<file path="config.mk">
export PLATFORM = sky130hd
export DESIGN_NAME = vblank_update_arbiter
export DESIGN_NICKNAME = d
export VERILOG_FILES = /design/src/rtl/vblank_update_arbiter.sv
export SDC_FILE = /design/constraint.sdc
export NUM_CORES = 1
export LEC_CHECK = 0
export ABC_CLOCK_PERIOD_IN_PS = 2650
export BUFFER_PORTS_ARGS = -buffer_cell sky130_fd_sc_hd__clkbuf_2
export CAP_MARGIN = 20
export CORE_UTILIZATION = 43
export DETAILED_ROUTE_END_ITERATION = 10
export PLACE_DENSITY = 0.68
export SYNTH_ARGS = -nofsm -noshare
export SYNTH_HDL_FRONTEND = slang
export SYNTH_SLANG_ARGS = --single-unit
</file>
<file path="constraint.sdc">
create_clock -name pclk -period 2.65 [get_ports pclk]
set_clock_uncertainty 0.15 [all_clocks]
set_input_delay 0.1325 -clock pclk [delete_from_list [all_inputs] [get_ports pclk]]
set_output_delay 0.1325 -clock pclk [all_outputs]
set_load 0.01 [all_outputs]
</file>
<file path="src/rtl/vblank_update_arbiter.sv">
// vblank_update_arbiter
// ---------------------------------------------------------------------------
// Purpose: shares one display-side update port (palette / sprite-register
// writes) among NUM_REQ requesters. A grant is only issued, and only kept,
// while the vertical-blanking window is open. The window closes GUARD pixels
// before the frame wraps, so an update never spills into visible pixels.
// Requesters are served round-robin, one owner at a time, and each grant is
// limited to MAX_HOLD cycles.
//
// Handshake: req[i] is a level. It stays high for as long as requester i wants
// the port. gnt is one-hot and registered; gnt[i] high means requester i owns
// the port during that cycle. The owner ends its tenure by pulsing done[i] for
// one cycle or by dropping req[i]. The arbiter can also take the grant away:
// it pulses abort when the window closes and timeout when MAX_HOLD expires.
// Both pulses coincide with the first cycle in which gnt is low. done and req
// on bits other than the owner's are ignored.
//
// Ports:
//   pclk         in   pixel clock, rising edge
//   reset        in   synchronous, active-high
//   vblnk        in   vertical blank from the timing generator
//   vcount       in   current line
//   hcount       in   current pixel
//   req          in   per-requester request level
//   done         in   per-requester completion pulse (owner bit only)
//   gnt          out  one-hot registered grant
//   gnt_id       out  index of the current / last owner
//   busy         out  high while any gnt bit is high
//   window       out  registered grant window
//   timeout      out  one-cycle pulse on MAX_HOLD revocation
//   abort        out  one-cycle pulse on guard-band revocation
//   dbg_state_o  out  FSM state (0 idle, 1 grant, 2 release)
// ---------------------------------------------------------------------------
module vblank_update_arbiter #(
  parameter int NUM_REQ   = 4,
  parameter int MAX_HOLD  = 256,
  parameter int GUARD     = 16,
  parameter int HOR_TOTAL = 1056,
  parameter int VER_TOTAL = 628
) (
  input  logic                       pclk,
  input  logic                       reset,
  input  logic                       vblnk,
  input  logic [10:0]                vcount,
  input  logic [10:0]                hcount,
  input  logic [NUM_REQ-1:0]         req,
  input  logic [NUM_REQ-1:0]         done,
  output logic [NUM_REQ-1:0]         gnt,
  output logic [$clog2(NUM_REQ)-1:0] gnt_id,
  output logic                       busy,
  output logic                       window,
  output logic                       timeout,
  output logic                       abort,
  output logic [1:0]                 dbg_state_o
);

  localparam int ID_W   = $clog2(NUM_REQ);
  localparam int HOLD_W = $clog2(MAX_HOLD + 1);

  typedef enum logic [1:0] {
    S_IDLE    = 2'd0,
    S_GRANT   = 2'd1,
    S_RELEASE = 2'd2
  } state_t;

  state_t              state_q, state_d;
  logic [NUM_REQ-1:0]  gnt_q, gnt_d;
  logic [ID_W-1:0]     gnt_id_q, gnt_id_d;
  logic [ID_W-1:0]     ptr_q, ptr_d;
  logic [HOLD_W-1:0]   hold_q, hold_d;
  logic                busy_q;
  logic                window_q;
  logic                timeout_q, timeout_d;
  logic                abort_q, abort_d;

  // The window closes GUARD pixels before the end of the last line of the
  // frame. That leaves the owner time to stop before the frame wraps.
  logic window_c;
  assign window_c = vblnk &&
                    !((vcount == 11'(VER_TOTAL - 1)) &&
                      (hcount >= 11'(HOR_TOTAL - GUARD)));

  // Round-robin search. Start at ptr_q and wrap; the first set request wins.
  logic            win_found;
  logic [ID_W-1:0] win_idx;
  logic [ID_W-1:0] scan_idx;
  int              scan_pos;

  always_comb begin
    win_found = 1'b0;
    win_idx   = '0;
    scan_idx  = '0;
    scan_pos  = 0;
    for (int i = 0; i < NUM_REQ; i++) begin
      scan_pos = int'(ptr_q) + i;
      if (scan_pos >= NUM_REQ) scan_pos = scan_pos - NUM_REQ;
      scan_idx = ID_W'(scan_pos);
      if (!win_found && req[scan_idx]) begin
        win_found = 1'b1;
        win_idx   = scan_idx;
      end
    end
  end

  logic [ID_W-1:0] ptr_next;
  assign ptr_next = (gnt_id_q == ID_W'(NUM_REQ - 1)) ? '0 : gnt_id_q + 1'b1;

  logic owner_end;
  assign owner_end = done[gnt_id_q] || !req[gnt_id_q];

  always_comb begin
    state_d   = state_q;
    gnt_d     = gnt_q;
    gnt_id_d  = gnt_id_q;
    ptr_d     = ptr_q;
    hold_d    = hold_q;
    timeout_d = 1'b0;
    abort_d   = 1'b0;
    case (state_q)
      S_IDLE: begin
        gnt_d = '0;
        if (window_c && win_found) begin
          gnt_d    = {{(NUM_REQ-1){1'b0}}, 1'b1} << win_idx;
          gnt_id_d = win_idx;
          hold_d   = '0;
          state_d  = S_GRANT;
        end
      end
      S_GRANT: begin
        hold_d = hold_q + HOLD_W'(1);
        if (owner_end || !window_c || (hold_q == HOLD_W'(MAX_HOLD - 1))) begin
          gnt_d   = '0;
          ptr_d   = ptr_next;
          state_d = S_RELEASE;
          // A normal end takes precedence and raises no pulse. If the window
          // closes in the same cycle the hold limit expires, abort wins.
          if (!owner_end) begin
            if (!window_c) abort_d   = 1'b1;
            else           timeout_d = 1'b1;
          end
        end
      end
      S_RELEASE: begin
        gnt_d   = '0;
        state_d = S_IDLE;
      end
      default: begin
        gnt_d   = '0;
        state_d = S_IDLE;
      end
    endcase
  end

  always_ff @(posedge pclk) begin
    if (reset) begin
      state_q   <= S_IDLE;
      gnt_q     <= '0;
      gnt_id_q  <= '0;
      ptr_q     <= '0;
      hold_q    <= '0;
      busy_q    <= 1'b0;
      window_q  <= 1'b0;
      timeout_q <= 1'b0;
      abort_q   <= 1'b0;
    end else begin
      state_q   <= state_d;
      gnt_q     <= gnt_d;
      gnt_id_q  <= gnt_id_d;
      ptr_q     <= ptr_d;
      hold_q    <= hold_d;
      busy_q    <= |gnt_d;
      window_q  <= window_c;
      timeout_q <= timeout_d;
      abort_q   <= abort_d;
    end
  end

  assign gnt         = gnt_q;
  assign gnt_id      = gnt_id_q;
  assign busy        = busy_q;
  assign window      = window_q;
  assign timeout     = timeout_q;
  assign abort       = abort_q;
  assign dbg_state_o = state_q;

endmodule

</file>
## Word level (Yosys, flattened, before mapping)

Index checks and enable logic that the tools add are counted.

| word-level totals | value |
|---|---|
| bits in latches | 0 |
| input port bits | 33 |
| memories kept | 0 |
| bits in writable memories | 0 |
| bits in read-only memories | 0 |
| output and inout bits | 12 |
| register bits | 23 |

| cells by class | value |
|---|---|
| divide/modulo/power cells | 0 |
| $lt $le $gt $ge | 10 |
| eq/ne operators | 6 |
| bitwise operators | 2 |
| multipliers | 0 |
| muxes and demuxes | 35 |
| reduce and logical (&&, ||, !) cells | 23 |
| $add $sub $neg | 9 |
| shift-type cells | 1 |

Operator list:

| kind | number |
|---|---|
| two-way mux 2 bit | 11 |
| one-hot mux 9 bit (2 select lines) | 1 |
| < comparator 2 x 3 -> 1 bit, second input constant | 5 |
| binary-select mux 1 bit (select 2 bit) | 6 |
| two-way mux 1 bit | 12 |
| equality test 11 x 10 -> 1 bit, second input constant | 1 |
| >= comparator 11 bit, second input constant | 1 |
| adder 9 x 1 -> 9 bit, second input constant | 1 |
| equality test 9 x 8 -> 1 bit, second input constant | 1 |
| >= comparator 3 bit, second input constant | 3 |
| two-way mux 9 bit | 1 |
| two-way mux 4 bit | 2 |
| one-hot mux 4 bit (2 select lines) | 1 |
| AND reduction 2 bit | 4 |
| OR reduction 4 bit | 2 |
| subtractor 2 x 1 -> 2 bit, second input constant | 4 |
| adder 2 x 2 -> 3 bit, second input constant | 2 |
| logical AND 1 bit | 6 |
| logical NOT 1 bit | 6 |
| inequality test 2 bit, second input constant | 2 |
| one-hot mux 2 bit (2 select lines) | 1 |
| << shifter 1 x 2 -> 4 bit, first input constant | 1 |
| adder 2 x 1 -> 3 bit, second input constant | 1 |
| >= comparator 2 x 3 -> 1 bit, second input constant | 1 |
| 7 further kinds | 10 |

## Longest topological paths before layout

| logic depth | value |
|---|---|
| depth after elaboration | 18 |
| gate-level depth with buffers | 8 |

## Worst setup path after synthesis

Ideal clock, no wire load.

| path | value |
|---|---|
| kind | flip-flop to flip-flop |
| start | register hold_q[0] |
| end | register ptr_q[0] |
| path slack | 580 ps |
| path buffers | 0 |
| clock period less this slack | 2070 ps |
| setup time | 121 ps |
| required time | 2379 ps |
| arrival | 1799 ps |
| stages on the path, launching flop included | 9 |
| cell sequence | dfxtp_1 ha_1 and3_1 and3_1 and3_1 ha_1 inv_1 a41oi_4 mux2_4 |

| between the ends | value |
|---|---|
| cells in the longest elaborated chain, start to end | 3 |

Ends and longest elaborated chain:

| element | RTL line | text |
|---|---|---|
| start: declaration | 70 | `logic [HOLD_W-1:0] hold_q, hold_d;` |
| start signal: assignment | 170 | `hold_q <= hold_d;` |
| equality test 9 x 8 -> 1 bit | 131 | `if (owner_end \|\| !window_c \|\| (hold_q == HOLD_W'(MAX_HOLD - 1))) begin` |
| logical OR 1 bit | 131 |  |
| AND reduction 2 bit (no source line) | -- |  |
| end signal: assignment | 169 | `ptr_q <= ptr_d;` |
| end: declaration | 69 | `logic [ID_W-1:0] ptr_q, ptr_d;` |

Every way passes these cells.
A chain may end at the register's enable or synchronous reset.

## Worst setup path after layout

Ends and elaborated chain as after synthesis.

==> flow_results.org <==
** Place
- Placed wire-length estimate after detailed placement :: about 2.2 mm
- At the end of routability-driven placement, the weighted congestion stood at between 0.7 and 0.8.
- Buffers placed on the I/O ports in this run total 40.

** Clock network
- In this run the post-CTS setup repair buffer count came out at 0.
- TritonCTS clock tree :: built
- Clock tree synthesis inserted a total of 3 buffers.
- The longest clock path from root to sink contains 2 buffers.
- Clock-pin slew was measured on the worst setup and hold paths at approximately 0.12 ns.
- The clock drives 23 sinks.
- Hold repair after CTS inserted 0 buffers.
- Max H-tree Level :: 1
- Clk Tree Root Cell :: sky130_fd_sc_hd__clkbuf_4
- Once the clock tree was built, the resizer swapped 0 gates to a different size.
- The clock reaches the later pin of the worst-skew pair after 0.30 ns.

** Drt
- DRT Wirelength :: roughly 2.8 mm
- Average detailed-routed wire length per instance :: between 10 and 15 µm
- In the routed layout, each cell is associated on average with a via count of 5.80.
- Iter 0 DRT Violations :: 52
- Via count :: 1,183
- The detail route stage leaves a number of antenna-violating nets equal to 0.
- In the routed design, unresolved DRC markers number 0.
- 1st-pass router iterations :: 6

** Yosys
- Top FF cell, synth :: sky130_fd_sc_hd__dfxtp_1
- For this run, the number of Yosys warnings is 0.
- Fraction of the yosys area taken by sequential cells :: between 30% and 40%
- The cell area that synthesis handed to floorplanning was around 1200 µm².
- Share of Yosys cell area claimed by the top area cell type :: between 30% and 40%
- Of all flip-flops after synthesis, the portion carrying an async set or reset was 0%.
- FF+latch count, synth :: 23
- Summed over all instances, the cell type with the most area after synthesis is sky130_fd_sc_hd__dfxtp_1.
- Number of synthesized flops with an enable pin :: 0
- Largest cells by area after synthesis :: sky130_fd_sc_hd__dfxtp_1 37%, sky130_fd_sc_hd__o32ai_1 4.2%, sky130_fd_sc_hd__nor2b_1 3.5%
- The cell count after synthesis came out at about 130.
- Mean cell area of the mapped netlist :: roughly 9.4 µm²
- The number of nets in the synthesized netlist is roughly 170.
- The synthesized netlist contains 42 unique library cells.

** Setup path
- STA classifies the critical path startpoint as a register.
- In this run the critical register-to-register path is launched from hold_q[0].
- Register-to-register setup slack :: 0.44 ns
- FF-to-FF End :: ptr_q[0]
- For the worst flop-to-flop path, the logic depth is 8.
- In this run the worst path has a maximum fanout of 4.
- Arr. time, crit path :: 2.27 ns
- Worst Setup Path Type :: reg2reg
- At the worst endpoint, the required time is about 2.7 ns.
- Kind of capture point of the worst setup path :: register

** Layout
- Number of antenna diodes :: 0
- After the last flow step, the layout net total stands at 210.
- The area growth from synthesis to layout is 20.3%.
- Fraction of final layout cells sized beyond drive strength 1 :: 31.8%

** Global routing
- Summed over all layers, the global routing overflow is 0.
- Wire length of the first global-routing pass :: approximately 4.3 mm
- Number of antenna violations at the first check in global routing :: 0
- Number of global-route vias before repair :: 990
- Across every metal layer, demand over resource in global routing totals 17.3%.
- Maximum number of pins on one net before global-route repair :: 17

** Floorplan
- In this run the count of I/O pins placed on the die edge is 45.
- For this configuration, the core starts out at a cell density of between 40% and 50%.
- From left edge to right edge, the die measures ~56 µm.
- The die covers 3110 µm².
- Y dimension of the die :: ~56 µm
- Row generation in the floorplan step produced 19 rows.
- The region available for standard cell placement spans 2760 µm².

** Hold path
- The worst hold path terminates at window.
- Kind of path behind the tightest hold check :: in2reg
- Worst Hold Depth :: 3
- Hold wc startpoint :: vblnk

** Timing
- Across all hold checks on the routed design, the worst slack comes to between 0.02 and 0.03 ns.
- Count of endpoints failing hold in the final timing report :: 0
- Headroom to the max-slew limit :: between 60 and 70%
- Setup repair after global routing left no endpoint under its margin.
- After layout, the minimum clock period comes to 2.21 ns.
- Part of the cycle the worst path needs :: a little over four fifths
- Derived from the worst setup path, the maximum achievable clock frequency is 0.453 GHz.
- Endpoints failing setup :: 0
- At the pin with the least slew margin, the transition time is about 0.56 ns.
- Setup total negative slack on the finished layout was measured at 0 ns.
- Final Slew Violations :: 0

** Power and ir drop
- P per Cell Area :: approximately 430 nW/µm²
- Pleak :: slightly above 0.6 nW
- Peak ir drop on the vdd network :: 491 µV

** Job
- Number of maximum-capacitance constraint violations :: 0

** Status
- Outcome :: complete, no violations
## cells in the final DEF, fill, tap and decap left out, drive strengths merged, types with 5 or more instances in the layout
cell,count
a21oi,5
and3,5
clkbuf,44
dfxtp,23
inv,9
nand2,9
nor2,8
nor2b,7
o32ai,6
## cells in the mapped netlist (2+ instances only)
| cell type | n |
|---|---|
| sky130_fd_sc_hd__nor4_1 | 2 |
| sky130_fd_sc_hd__nand3_1 | 2 |
| sky130_fd_sc_hd__and4bb_2 | 2 |
| sky130_fd_sc_hd__o2111ai_1 | 2 |
| sky130_fd_sc_hd__dfxtp_1 | 23 |
| sky130_fd_sc_hd__clkbuf_1 | 2 |
| sky130_fd_sc_hd__or3_1 | 2 |
| sky130_fd_sc_hd__nand2_1 | 9 |
| sky130_fd_sc_hd__a211oi_1 | 3 |
| sky130_fd_sc_hd__a31o_2 | 2 |
| sky130_fd_sc_hd__and3_1 | 5 |
| sky130_fd_sc_hd__o21a_1 | 4 |
| sky130_fd_sc_hd__ha_1 | 3 |
| sky130_fd_sc_hd__o2111ai_2 | 2 |
| sky130_fd_sc_hd__o21ai_0 | 4 |
| sky130_fd_sc_hd__nand4_1 | 2 |
| sky130_fd_sc_hd__nor2b_1 | 7 |
| sky130_fd_sc_hd__nand2b_1 | 2 |
| sky130_fd_sc_hd__a21o_1 | 2 |
| sky130_fd_sc_hd__inv_1 | 9 |
| sky130_fd_sc_hd__a21oi_1 | 5 |
| sky130_fd_sc_hd__nor2_1 | 8 |
| sky130_fd_sc_hd__a311oi_1 | 3 |
| sky130_fd_sc_hd__and4b_1 | 2 |
| sky130_fd_sc_hd__mux2i_1 | 3 |
| sky130_fd_sc_hd__o32ai_1 | 6 |
## stage by stage
| step | instance area, µm² | setup slack [ns] | total power (W) | std cells | utilization [%] |
|---|---|---|---|---|---|
| after CTS | 1500 | 0.430 | 0.000651 | 204 | 54.2 |
| after global routing | 1500 | 0.306 | 0.000675 | 204 | 54.2 |
| after detailed placement | 1470 | 0.449 | 0.000492 | 200 | 53.3 |
| after global placement | 1470 | 0.483 | 0.000489 | 200 | 53.3 |
| final | 1500 | 0.440 | 0.000642 | 204 | 54.2 |
| after floorplan | 1240 | 0.580 | 0.000444 | 132 | - |
## worst max path at each step
stage | start | end | slack (ns) | cells past startpoint
finish | hold_q[0] | ptr_q[0] | 0.44 | 8
global placement | hold_q[0] | ptr_q[0] | 0.48 | 8
floorplan | hold_q[0] | ptr_q[0] | 0.58 | 8
detailed placement | hold_q[0] | ptr_q[0] | 0.45 | 8
global route | hold_q[0] | ptr_q[0] | 0.31 | 8
CTS | hold_q[0] | ptr_q[0] | 0.43 | 8
## cell type report
cell class	instances	area, µm²
timing repair buffer	40	200
sequential	23	460
fill	271	1260
clock buffer	4	26.3
multi-input combinational	96	732
inverter	10	37.5
tap	31	38.8
## power breakdown
group,internal (W),switching (W),total (W),leakage (nW)
Sequential,0.000357,0.00000934,0.000366,0.187
Clock,0.0000588,0.0000985,0.000157,0.0150
Combinational,0.0000537,0.0000646,0.000118,0.411
## registers in the layout, indices dropped and copies added (netlist names)
signal and cells:
gnt 4, window 1, ptr_q 2, dbg_state_o 2, abort 1, gnt_id 2
busy 1, timeout 1, hold_q 9
## kinds of logic after synthesis
| family | Yosys count | synth area share [%] |
|---|---|---|
| AOI/OAI and AO/OA | 39 | 26.0 |
| buffers and inverters | 13 | 4.03 |
| adders and majority gates | 3 | 3.02 |
| and+or+nand+nor | 49 | 24.5 |
| muxes | 5 | 5.44 |
| DFF | 23 | 37.1 |
## worst max-delay path, stage by stage (launching register included)
cell                      delay (ns)
sky130_fd_sc_hd__dfxtp_1        0.35
sky130_fd_sc_hd__ha_1           0.22
sky130_fd_sc_hd__and3_1         0.21
sky130_fd_sc_hd__and3_1         0.21
sky130_fd_sc_hd__and3_1         0.19
sky130_fd_sc_hd__ha_1           0.18
sky130_fd_sc_hd__inv_1          0.12
sky130_fd_sc_hd__a41oi_4        0.17
sky130_fd_sc_hd__mux2_4         0.32
## routing by layer
metal / GRT usage, % / vias to the layer above / routed length, µm
met2: 28.7 / 49 / 1310
met4: 3.21 / 0 / 4
li1: - / 590 / -
met3: 5.35 / 2 / 206
met1: 22.3 / 542 / 1240
met5: 0 / - / 0
No activity file was read; power rests on OpenSTA's default activity.
